===== src/rtl/obstacle_scheduler.sv =====
// obstacle_scheduler: frame-rate pillar pool. Spawns LFSR-gapped top/bottom pairs, scrolls them
//   left, retires off-screen slots and scores pairs whose top pillar crosses the player line.
// Latency: one frame. Every output is a register, updated on the frame that changes it.
// Backpressure: none. A spawn that is due when no pair is free is dropped and flagged on spawn_miss.
// Ports:
//   clk, rst_n                     frame clock, async active-low reset
//   gamemode                       00 clear, 01 run, 10 pause (hold), 11 crash (hold)
//   obstacle_x_left/x_right        per-slot horizontal extent, zero while the slot is inactive
//   obstacle_y_up/y_down           per-slot vertical extent, zero while the slot is inactive
//   score                          pairs passed, saturating at 1023
//   spawn_miss                     one-frame pulse: spawn was due but every pair was busy
module obstacle_scheduler #(
  parameter int         NUM_OBS        = 10,
  parameter int         SCREEN_W       = 640,
  parameter int         OBS_WIDTH      = 40,
  parameter int         SPEED          = 2,
  parameter int         SPAWN_INTERVAL = 90,
  parameter int         GAP            = 160,
  parameter int         UPPER_BOUND    = 20,
  parameter int         LOWER_BOUND    = 460,
  parameter int         MIN_PILLAR     = 40,
  parameter int         PLAYER_X_LEFT  = 160,
  parameter logic [7:0] LFSR_SEED      = 8'hA5
) (
  input  logic                     clk,
  input  logic                     rst_n,
  input  logic [1:0]               gamemode,
  output logic [NUM_OBS-1:0][9:0]  obstacle_x_left,
  output logic [NUM_OBS-1:0][9:0]  obstacle_x_right,
  output logic [NUM_OBS-1:0][8:0]  obstacle_y_up,
  output logic [NUM_OBS-1:0][8:0]  obstacle_y_down,
  output logic [9:0]               score,
  output logic                     spawn_miss
);

  localparam int         NUM_PAIRS = NUM_OBS / 2;
  localparam int         CNT_W     = (SPAWN_INTERVAL > 1) ? $clog2(SPAWN_INTERVAL) : 1;
  localparam logic [9:0] SPD       = 10'(SPEED);
  localparam logic [9:0] SPAWN_XL  = 10'(SCREEN_W - OBS_WIDTH);
  localparam logic [9:0] SPAWN_XR  = 10'(SCREEN_W);
  localparam logic [9:0] SCORE_X   = 10'(PLAYER_X_LEFT);
  localparam logic [8:0] Y_TOP     = 9'(UPPER_BOUND);
  localparam logic [8:0] Y_BOT     = 9'(LOWER_BOUND);
  localparam logic [8:0] GAP_H     = 9'(GAP);
  localparam logic [8:0] GAP_BASE  = 9'(UPPER_BOUND + MIN_PILLAR);

  logic [NUM_OBS-1:0]       r_act, w_act_n;
  logic [NUM_OBS-1:0][9:0]  r_xl, r_xr, w_xl_n, w_xr_n;
  logic [NUM_OBS-1:0][8:0]  r_yu, r_yd, w_yu_n, w_yd_n;
  logic [CNT_W-1:0]         r_cnt, w_cnt_n;
  logic [9:0]               r_score, w_score_n;
  logic                     r_miss, w_miss_n;
  logic [7:0]               r_lfsr, w_lfsr_n;
  logic                     w_due;
  logic [8:0]               w_gap_top;
  logic [9:0]               w_passed;
  logic [10:0]              w_sum;
  logic                     w_found;

  assign w_due     = (r_cnt == CNT_W'(SPAWN_INTERVAL - 1));
  assign w_gap_top = GAP_BASE + {2'b00, r_lfsr[6:0]};
  // Right-shifting Galois form of x^8+x^6+x^5+x^4+1; free-runs in every mode.
  assign w_lfsr_n  = {1'b0, r_lfsr[7:1]} ^ (r_lfsr[0] ? 8'hB8 : 8'h00);

  always_comb begin
    w_act_n   = r_act;
    w_xl_n    = r_xl;
    w_xr_n    = r_xr;
    w_yu_n    = r_yu;
    w_yd_n    = r_yd;
    w_cnt_n   = r_cnt;
    w_score_n = r_score;
    w_miss_n  = 1'b0;
    w_passed  = '0;
    w_sum     = '0;
    w_found   = 1'b0;
    case (gamemode)
      2'b00: begin
        w_act_n   = '0;
        w_xl_n    = '0;
        w_xr_n    = '0;
        w_yu_n    = '0;
        w_yd_n    = '0;
        w_cnt_n   = '0;
        w_score_n = '0;
      end
      2'b01: begin
        // Scroll or retire every live slot.
        for (int i = 0; i < NUM_OBS; i++) begin
          if (r_act[i]) begin
            if (r_xr[i] <= SPD) begin
              w_act_n[i] = 1'b0;
              w_xl_n[i]  = '0;
              w_xr_n[i]  = '0;
              w_yu_n[i]  = '0;
              w_yd_n[i]  = '0;
            end else begin
              w_xr_n[i] = r_xr[i] - SPD;
              w_xl_n[i] = (r_xl[i] < SPD) ? 10'd0 : r_xl[i] - SPD;
            end
          end
        end
        // A pair scores once, on the frame its top pillar's right edge crosses the line.
        for (int p = 0; p < NUM_PAIRS; p++) begin
          if (r_act[2*p] && (r_xr[2*p] >= SCORE_X) && (w_xr_n[2*p] < SCORE_X))
            w_passed = w_passed + 10'd1;
        end
        w_sum     = {1'b0, r_score} + {1'b0, w_passed};
        w_score_n = w_sum[10] ? 10'h3FF : w_sum[9:0];
        if (w_due) begin
          w_cnt_n = '0;
          // Freeness comes from registered state, so a pair retired this frame waits a frame.
          for (int p = 0; p < NUM_PAIRS; p++) begin
            if (!w_found && !r_act[2*p] && !r_act[2*p+1]) begin
              w_found          = 1'b1;
              w_act_n[2*p]     = 1'b1;
              w_xl_n[2*p]      = SPAWN_XL;
              w_xr_n[2*p]      = SPAWN_XR;
              w_yu_n[2*p]      = Y_TOP;
              w_yd_n[2*p]      = w_gap_top;
              w_act_n[2*p+1]   = 1'b1;
              w_xl_n[2*p+1]    = SPAWN_XL;
              w_xr_n[2*p+1]    = SPAWN_XR;
              w_yu_n[2*p+1]    = w_gap_top + GAP_H;
              w_yd_n[2*p+1]    = Y_BOT;
            end
          end
          w_miss_n = !w_found;
        end else begin
          w_cnt_n = r_cnt + 1'b1;
        end
      end
      default: begin
        // Pause and crash freeze the playfield; defaults already hold everything.
      end
    endcase
  end

  always_ff @(posedge clk or negedge rst_n) begin
    if (!rst_n) begin
      r_act   <= '0;
      r_xl    <= '0;
      r_xr    <= '0;
      r_yu    <= '0;
      r_yd    <= '0;
      r_cnt   <= '0;
      r_score <= '0;
      r_miss  <= 1'b0;
      r_lfsr  <= LFSR_SEED;
    end else begin
      r_act   <= w_act_n;
      r_xl    <= w_xl_n;
      r_xr    <= w_xr_n;
      r_yu    <= w_yu_n;
      r_yd    <= w_yd_n;
      r_cnt   <= w_cnt_n;
      r_score <= w_score_n;
      r_miss  <= w_miss_n;
      r_lfsr  <= w_lfsr_n;
    end
  end

  assign obstacle_x_left  = r_xl;
  assign obstacle_x_right = r_xr;
  assign obstacle_y_up    = r_yu;
  assign obstacle_y_down  = r_yd;
  assign score            = r_score;
  assign spawn_miss       = r_miss;

endmodule


===== config.mk =====
export PLATFORM = sky130hd
export DESIGN_NAME = obstacle_scheduler
export DESIGN_NICKNAME = d
export VERILOG_FILES = /design/src/rtl/obstacle_scheduler.sv
export SDC_FILE = /design/constraint.sdc
export NUM_CORES = 1
export LEC_CHECK = 0
export ABC_AREA = 1
export CORE_UTILIZATION = 40
export CTS_CLUSTER_DIAMETER = 40
export DETAILED_ROUTE_END_ITERATION = 6
export GPL_TIMING_DRIVEN = 0
export SLEW_MARGIN = 5
export SYNTH_ARGS = -nofsm -noshare
export SYNTH_HDL_FRONTEND = slang
export SYNTH_SLANG_ARGS = --single-unit

===== constraint.sdc =====
create_clock -name clk -period 10.5 [get_ports clk]
set_clock_uncertainty 0.2 [all_clocks]
set_input_delay 1.575 -clock clk [delete_from_list [all_inputs] [get_ports clk]]
set_output_delay 1.575 -clock clk [all_outputs]
set_load 0.01 [all_outputs]

; ---- Word level (Yosys, flattened, before mapping)
; Cells that the tools add are included.
[classes]
addsub = 28
reduce_logical = 36
magnitude_cmp = 30
bitwise = 1
muxes = 182
eq_ne = 2
[op_table]
columns = op, count
row1 = 10-bit two-way mux, 66
row2 = 100-bit one-hot mux with 2 select lines, 2
row3 = 9-bit two-way mux, 40
row4 = 90-bit one-hot mux with 2 select lines, 2
row5 = 100-bit two-way mux, 2
row6 = 20-bit two-way mux, 10
row7 = "10-bit by 2-bit subtractor with 10-bit output, second input constant", 20
row8 = 18-bit two-way mux, 10
row9 = 90-bit two-way mux, 2
row10 = "10-bit by 2-bit less-or-equal comparator with 1-bit output, second input constant", 10
row11 = "10-bit by 2-bit less-than comparator with 1-bit output, second input constant", 10
row12 = "10-bit by 8-bit >= comparator with 1-bit output, second input constant", 5
row13 = "10-bit by 8-bit less-than comparator with 1-bit output, second input constant", 5
row14 = "10-bit by 1-bit adder with 10-bit output, second input constant", 4
row15 = 10-bit one-hot mux with 2 select lines, 2
row16 = 1-bit two-way mux, 38
row17 = 1-bit logical AND, 19
row18 = 1-bit zero test, 15
row19 = 7-bit one-hot mux with 2 select lines, 1
row20 = 10-bit by 10-bit adder with 11-bit output, 1
row21 = 2-bit two-way mux, 5
row22 = "8-bit by 8-bit adder with 9-bit output, second input constant", 1
row23 = "6-bit by 7-bit adder with 8-bit output, first input constant", 1
row24 = 8-bit two-way mux, 1
row25 = other kinds (7), 7
[word_totals]
inputBits = 4
output_inout_bits = 391
reg_bits = 416

; ---- Depth between registers and ports, before layout
[depth]
ltp_word = 32
depth_mapped = 39

; ---- Worst setup path after synthesis
; No wires, ideal clock.
[synth_timing]
path_type = flip-flop to flip-flop
from = register r_xr (netlist bit obstacle_x_right[3])
to = register r_score[7] (netlist: score[7])
stages_incl_launch_ff = 35
n_path_buf = 0
t_required_ps = 10217
arrival_time_ps = 4463
period_less_slack_ps = 4746
setup_slack_ps = 5754
path_cell_list = dfrtp_1 > nor2_1 > nand2_1 > nor3_1 > nand3_1 > nand2_1 > nand2_2 > inv_1 > or2_2 > a21oi_1 > nor3_1 > inv_1 > ha_1 > inv_1 > nand2_1 > nand2_1 > inv_1 > ha_1 > nand2_1 > nand2_1 > ha_1 > nor2_1 > o21bai_1 > fa_1 > nor2_1 > o21ai_0 > nand2_1 > nand2_1 > nand2_1 > nand2_1 > nor2_1 > inv_1 > nand3_1 > nand2_1 > o21ai_0
[synth_via]
elab_chain_len = 23
[synth_lines]
columns = element, line
row1 = from (decl), 48  ; logic [NUM_OBS-1:0][9:0] r_xl, r_xr, w_xl_n, w_xr_n;
row2 = from (signal assigned), 153  ; r_xr <= w_xr_n;
row3 = 10-bit by 2-bit subtractor with 10-bit output / 10-bit by 2-bit less-or-equal comparator with 1-bit output (equally long branches), "98, 91"
row4 = 10-bit two-way mux, 91  ; if (r_xr[i] <= SPD) begin
row5 = 10-bit two-way mux, 90  ; if (r_act[i]) begin
row6 = 10-bit two-way mux, 77  ; case (gamemode)
row7 = 10-bit by 8-bit less-than comparator with 1-bit output, 105  ; if (r_act[2*p] && (r_xr[2*p] >= SCORE_X) && (w_xr_n[2*p] < SCORE_X))
row8 = 1-bit logical AND (*), 105
row9 = 1-bit two-way mux (*), 105
row10 = 10-bit two-way mux (*), 77
row11 = (+7 left out), --
row12 = 10-bit two-way mux (*), 105
row13 = 10-bit two-way mux (*), 77
row14 = 10-bit by 1-bit adder with 10-bit output, 106  ; w_passed = w_passed + 10'd1;
row15 = 10-bit two-way mux (*), 105
row16 = 10-bit two-way mux (*), 77
row17 = 10-bit by 10-bit adder with 11-bit output (*), 108  ; w_sum = {1'b0, r_score} + {1'b0, w_passed};
row18 = 10-bit two-way mux (*), 109  ; w_score_n = w_sum[10] ? 10'h3FF : w_sum[9:0];
row19 = 10-bit one-hot mux with 2 select lines (*), 77
row20 = to (signal assigned), 157  ; r_score <= w_score_n;
row21 = to (decl), 51  ; logic [9:0] r_score, w_score_n;
; Mark *: on every way between the ends. The rest lies on a longest branch, timed or not. The select of a mux whose other input is x is not followed.
; A chain may end at the register's enable or synchronous reset.

; ---- Worst setup path after layout
[layout_timing]
from = register r_xr (netlist bit obstacle_x_right[1])
to = register r_score[7] (netlist: score[7])
; Same word-level chain as after synthesis.

==> run_results.csv <==
group,metric,value,unit
outcome,status,"completed",
setup_path,cp.arrival,6.51,ns
placement,gp_congestion,0.929,
setup_path,reg2reg_from,"obstacle_x_right[1]$_DFFE_PN0P_",
layout,drive_above_1_share,6.38,%
clocking,cts_max_path_buffers,3,
logic_synthesis,yosysTopAreaCellShare,49.4,%
die,design.core.area,0.0514,mm²
drt,wl_per_cell,21.6,µm
setup_path,r2r_setup_slack,4.30,ns
global_route,globalRoute.totalOverflow,0,
logic_synthesis,synth_nets,2577,
die,die-area,0.0531,mm²
timing,fin_crit,6.20,ns
clocking,htreeDepth,3,
power_and_ir_drop,p_int,3.25,mW
logic_synthesis,async_flop_share,100,%
timing,worstMarginPinSlew,1.36,ns
logic_synthesis,synth_edf_count,0,
setup_path,cp-startpoint,"obstacle_x_right[1]$_DFFE_PN0P_",
logic_synthesis,synth.avg_cell_area,8.24,µm²
worst_hold_path,min_path_type,"register to register",
setup_path,worstSetupPathType,"register to register",
drt,firstDrtPassIters,6,
power_and_ir_drop,power_density,151,mW/mm²
setup_path,crit_path_start_kind,"register",
layout,areaGrowthSynthToFinish,36.2,%
setup_path,cpMostUsedCell,"nand2_1",
power_and_ir_drop,clockPowerShare,58.4,%
clocking,worst_skew_pair.late_latency,0.61,ns
setup_path,cp.required,10.81,ns
setup_path,r2r-end,"score[7]$_DFFE_PN0P_",
clocking,numCtsBuffers,75,
setup_path,ff2ff_path_depth,35,
power_and_ir_drop,switchingPower,1.05,mW
drt,via_count,20195,
drt,post-route-drc-count,0,
drt,drt_wl_total,80900,µm
die,initial_core_util,40.6,%
clocking,cts.sinks,416,
setup_path,crit_path_max_incr_delay,0.70,ns
flow_run,cap_violations,0,
timing,hold_ws,0.166,ns
die,die-width,230,µm
logic_synthesis,synthesis.area,0.0209,mm²
clocking,cts_setup_buffers,0,
layout,finish.utilization,55.3,%
setup_path,cp-endpoint,"score[7]$_DFFE_PN0P_",
placement,hpwl,58300,µm
die,dieHeight,230,µm
setup_path,worstPathMaxFanout,9,
clocking,hold_buffers,0,
logic_synthesis,ys.warnings.count,0,
power_and_ir_drop,p_comb_share,4.0,%
logic_synthesis,netlist_instances,2534,
logic_synthesis,synth_area_leader_cell,"dfrtp_1",
layout,n_antenna_cell,0,
timing,rsz0062_at_grt,"false",
layout,fin_nets,3052,
timing,hold_viol,0,
global_route,grt_pass1_vias,19356,
timing,max_freq,161,MHz
timing,setup_violations,0,
placement,numPortBuffers,394,
global_route,grt_start_max_net_pins,104,
logic_synthesis,synth.distinct_cells,54,
logic_synthesis,ys_seq_area_share,49.9,%
die,rows,83,
die,io_pins,395,
drt,ant_nets,0,
global_route,grt_pass1_wl,121000,µm
clocking,cts-root-buf,"clkbuf_16",
timing,fin_crit_sh,59.0,%
clocking,cts_tree,"done",
clocking,ctsResizeCount,0,
clocking,path_clk_slew,0.05,ns
power_and_ir_drop,sw_frac_of_total,24.4,%
logic_synthesis,synth-seq-cells,416,
drt,vias_per_cell,5.39,
logic_synthesis,synth_area_leaders,"dfrtp_1 49%, nand2_1 7.6%, o21ai_0 6.7%",
power_and_ir_drop,p_leak,13.0,nW
drt,initialDrtViolationCount,1762,
setup_path,setup.worst_path.end_class,"register",
global_route,grt_antenna_before_repair,1,
global_route,track_usage,30.3,%
power_and_ir_drop,vdd_ir_drop_max,119,µV
timing,max-slew-margin-rel,9.65,%
logic_synthesis,synth_flop_cell,"dfrtp_1",
setup_path,cp_slowest_cell,"nor3_1",
power_and_ir_drop,seqPwrFrac,37.7,%
timing,slew_violations,0,
area by class of cell:
cell class,count,area [µm²]
sequential,416,10400
timing repair buffer,398,4060
clock inverter,50,569
multi-input combinational,1676,8740
clock buffer,88,2070
inverter,346,1300
tap,680,851
buffer,96,409
fill,4770,23000
synthesized netlist by cell type, types with 17 or more instances:
cell type and instances:
xnor2_1 17, o211ai_1 19, xor2_1 98, o221ai_1 22, a21oi_1 89, dfrtp_1 412
a21boi_0 18, a31oi_1 19, nand3_1 156, o22ai_1 77, ha_1 38, nand2_1 421
clkbuf_1 66, inv_1 337, nand4_1 18, o21ai_0 281, nor3_1 40, nor2_1 289
worst min path at each step:
stage | depth (start not counted) | startpoint | slack (ns) | end
2_1_floorplan | 0 | r_lfsr[0]$_DFF_PN1_ | 0.15 | r_lfsr[7]$_DFF_PN1_
3_3_place_gp | 0 | r_lfsr[0]$_DFF_PN1_ | 0.15 | r_lfsr[7]$_DFF_PN1_
3_5_place_dp | 0 | r_lfsr[0]$_DFF_PN1_ | 0.16 | r_lfsr[7]$_DFF_PN1_
4_1_cts | 0 | r_lfsr[0]$_DFF_PN1_ | 0.17 | r_lfsr[7]$_DFF_PN1_
5_1_grt | 0 | r_lfsr[0]$_DFF_PN1_ | 0.17 | r_lfsr[7]$_DFF_PN1_
6_report | 0 | r_lfsr[0]$_DFF_PN1_ | 0.17 | r_lfsr[7]$_DFF_PN1_
layout by cell type (no fill, tap or decap), types with 7 or more instances in the layout:
master,count
nand4_1,18
clkbuf_8,8
clkbuf_16,78
o22ai_1,77
clkinvlp_4,10
inv_1,337
a31oi_1,19
nor2_1,289
clkinv_2,8
bufinv_16,7
xnor2_1,17
o221ai_1,22
clkbuf_1,68
clkdlybuf4s50_1,393
o21ai_0,281
nand2_1,421
clkinv_4,13
dfrtp_1,412
buf_1,9
nor3_1,40
o211ai_1,19
buf_2,15
nand2_2,7
or2_2,7
ha_1,38
inv_6,8
a21oi_1,89
nand3_1,156
a21boi_0,18
xor2_1,98
power groups by stage:
stage	clock, mW	sequential, mW	combinational (mW)
floorplan	0	1.65	0.0573
global placement	0	1.65	0.163
detailed placement	0	1.65	0.169
CTS	2.54	1.62	0.170
global route	2.62	1.62	0.182
finish	2.51	1.62	0.170
worst max-delay path, delay by kind of cell (launching register included):
family | cells | cell delay [ns]
adders and majority gates | 4 | 1.30
DFF | 1 | 0.42
and+or+nand+nor | 21 | 3.05
AOI/OAI and AO/OA | 3 | 0.37
buffers and inverters | 7 | 0.77
kinds of logic (layout without fill, tap and decap cells):
kind of cell / count (synthesis) / after routing / synth area share [%]
and+or+nand+nor: 958 / 958 / 19.2
AOI/OAI and AO/OA: 563 / 563 / 15.5
buffers and inverters: 442 / 978 / 8.18
DFF: 416 / 416 / 49.9
xor gates and xnor gates: 115 / 115 / 4.83
adders and majority gates: 39 / 39 / 2.37
other: 1 / 1 / 0.0180
registers in the layout, summed over array words and instances, names as in the netlist:
register	flops
obstacle_x_right	100
r_lfsr	8
obstacle_y_up	90
obstacle_y_down	90
score	10
obstacle_x_left	100
r_cnt	7
r_act	10
spawn_miss	1
metal layers:
metal | wire (µm) | share of wire, % | GRT usage, %
met4 | 2760 | 3.4 | 11.7
met2 | 37800 | 47 | 48.7
met5 | 0 | 0 | 0
met3 | 6750 | 8.3 | 6.71
met1 | 33600 | 42 | 39.8
metrics by stage:
step / instances / setup WS (ns) / total power [mW] / TNS, ns / cell area [µm²]
final: 3750 / 4.30 / 4.30 / 0 / 28400
after global routing: 3750 / 3.85 / 4.42 / 0 / 28400
after CTS: 3750 / 4.44 / 4.33 / 0 / 28400
after detailed placement: 3612 / 4.48 / 1.82 / 0 / 25800
after global placement: 3608 / -11.31 / 1.81 / -4646.97 / 25700
after floorplan: 2534 / 5.75 / 1.70 / 0 / 20900
No activity file was read; power rests on OpenSTA's default activity.
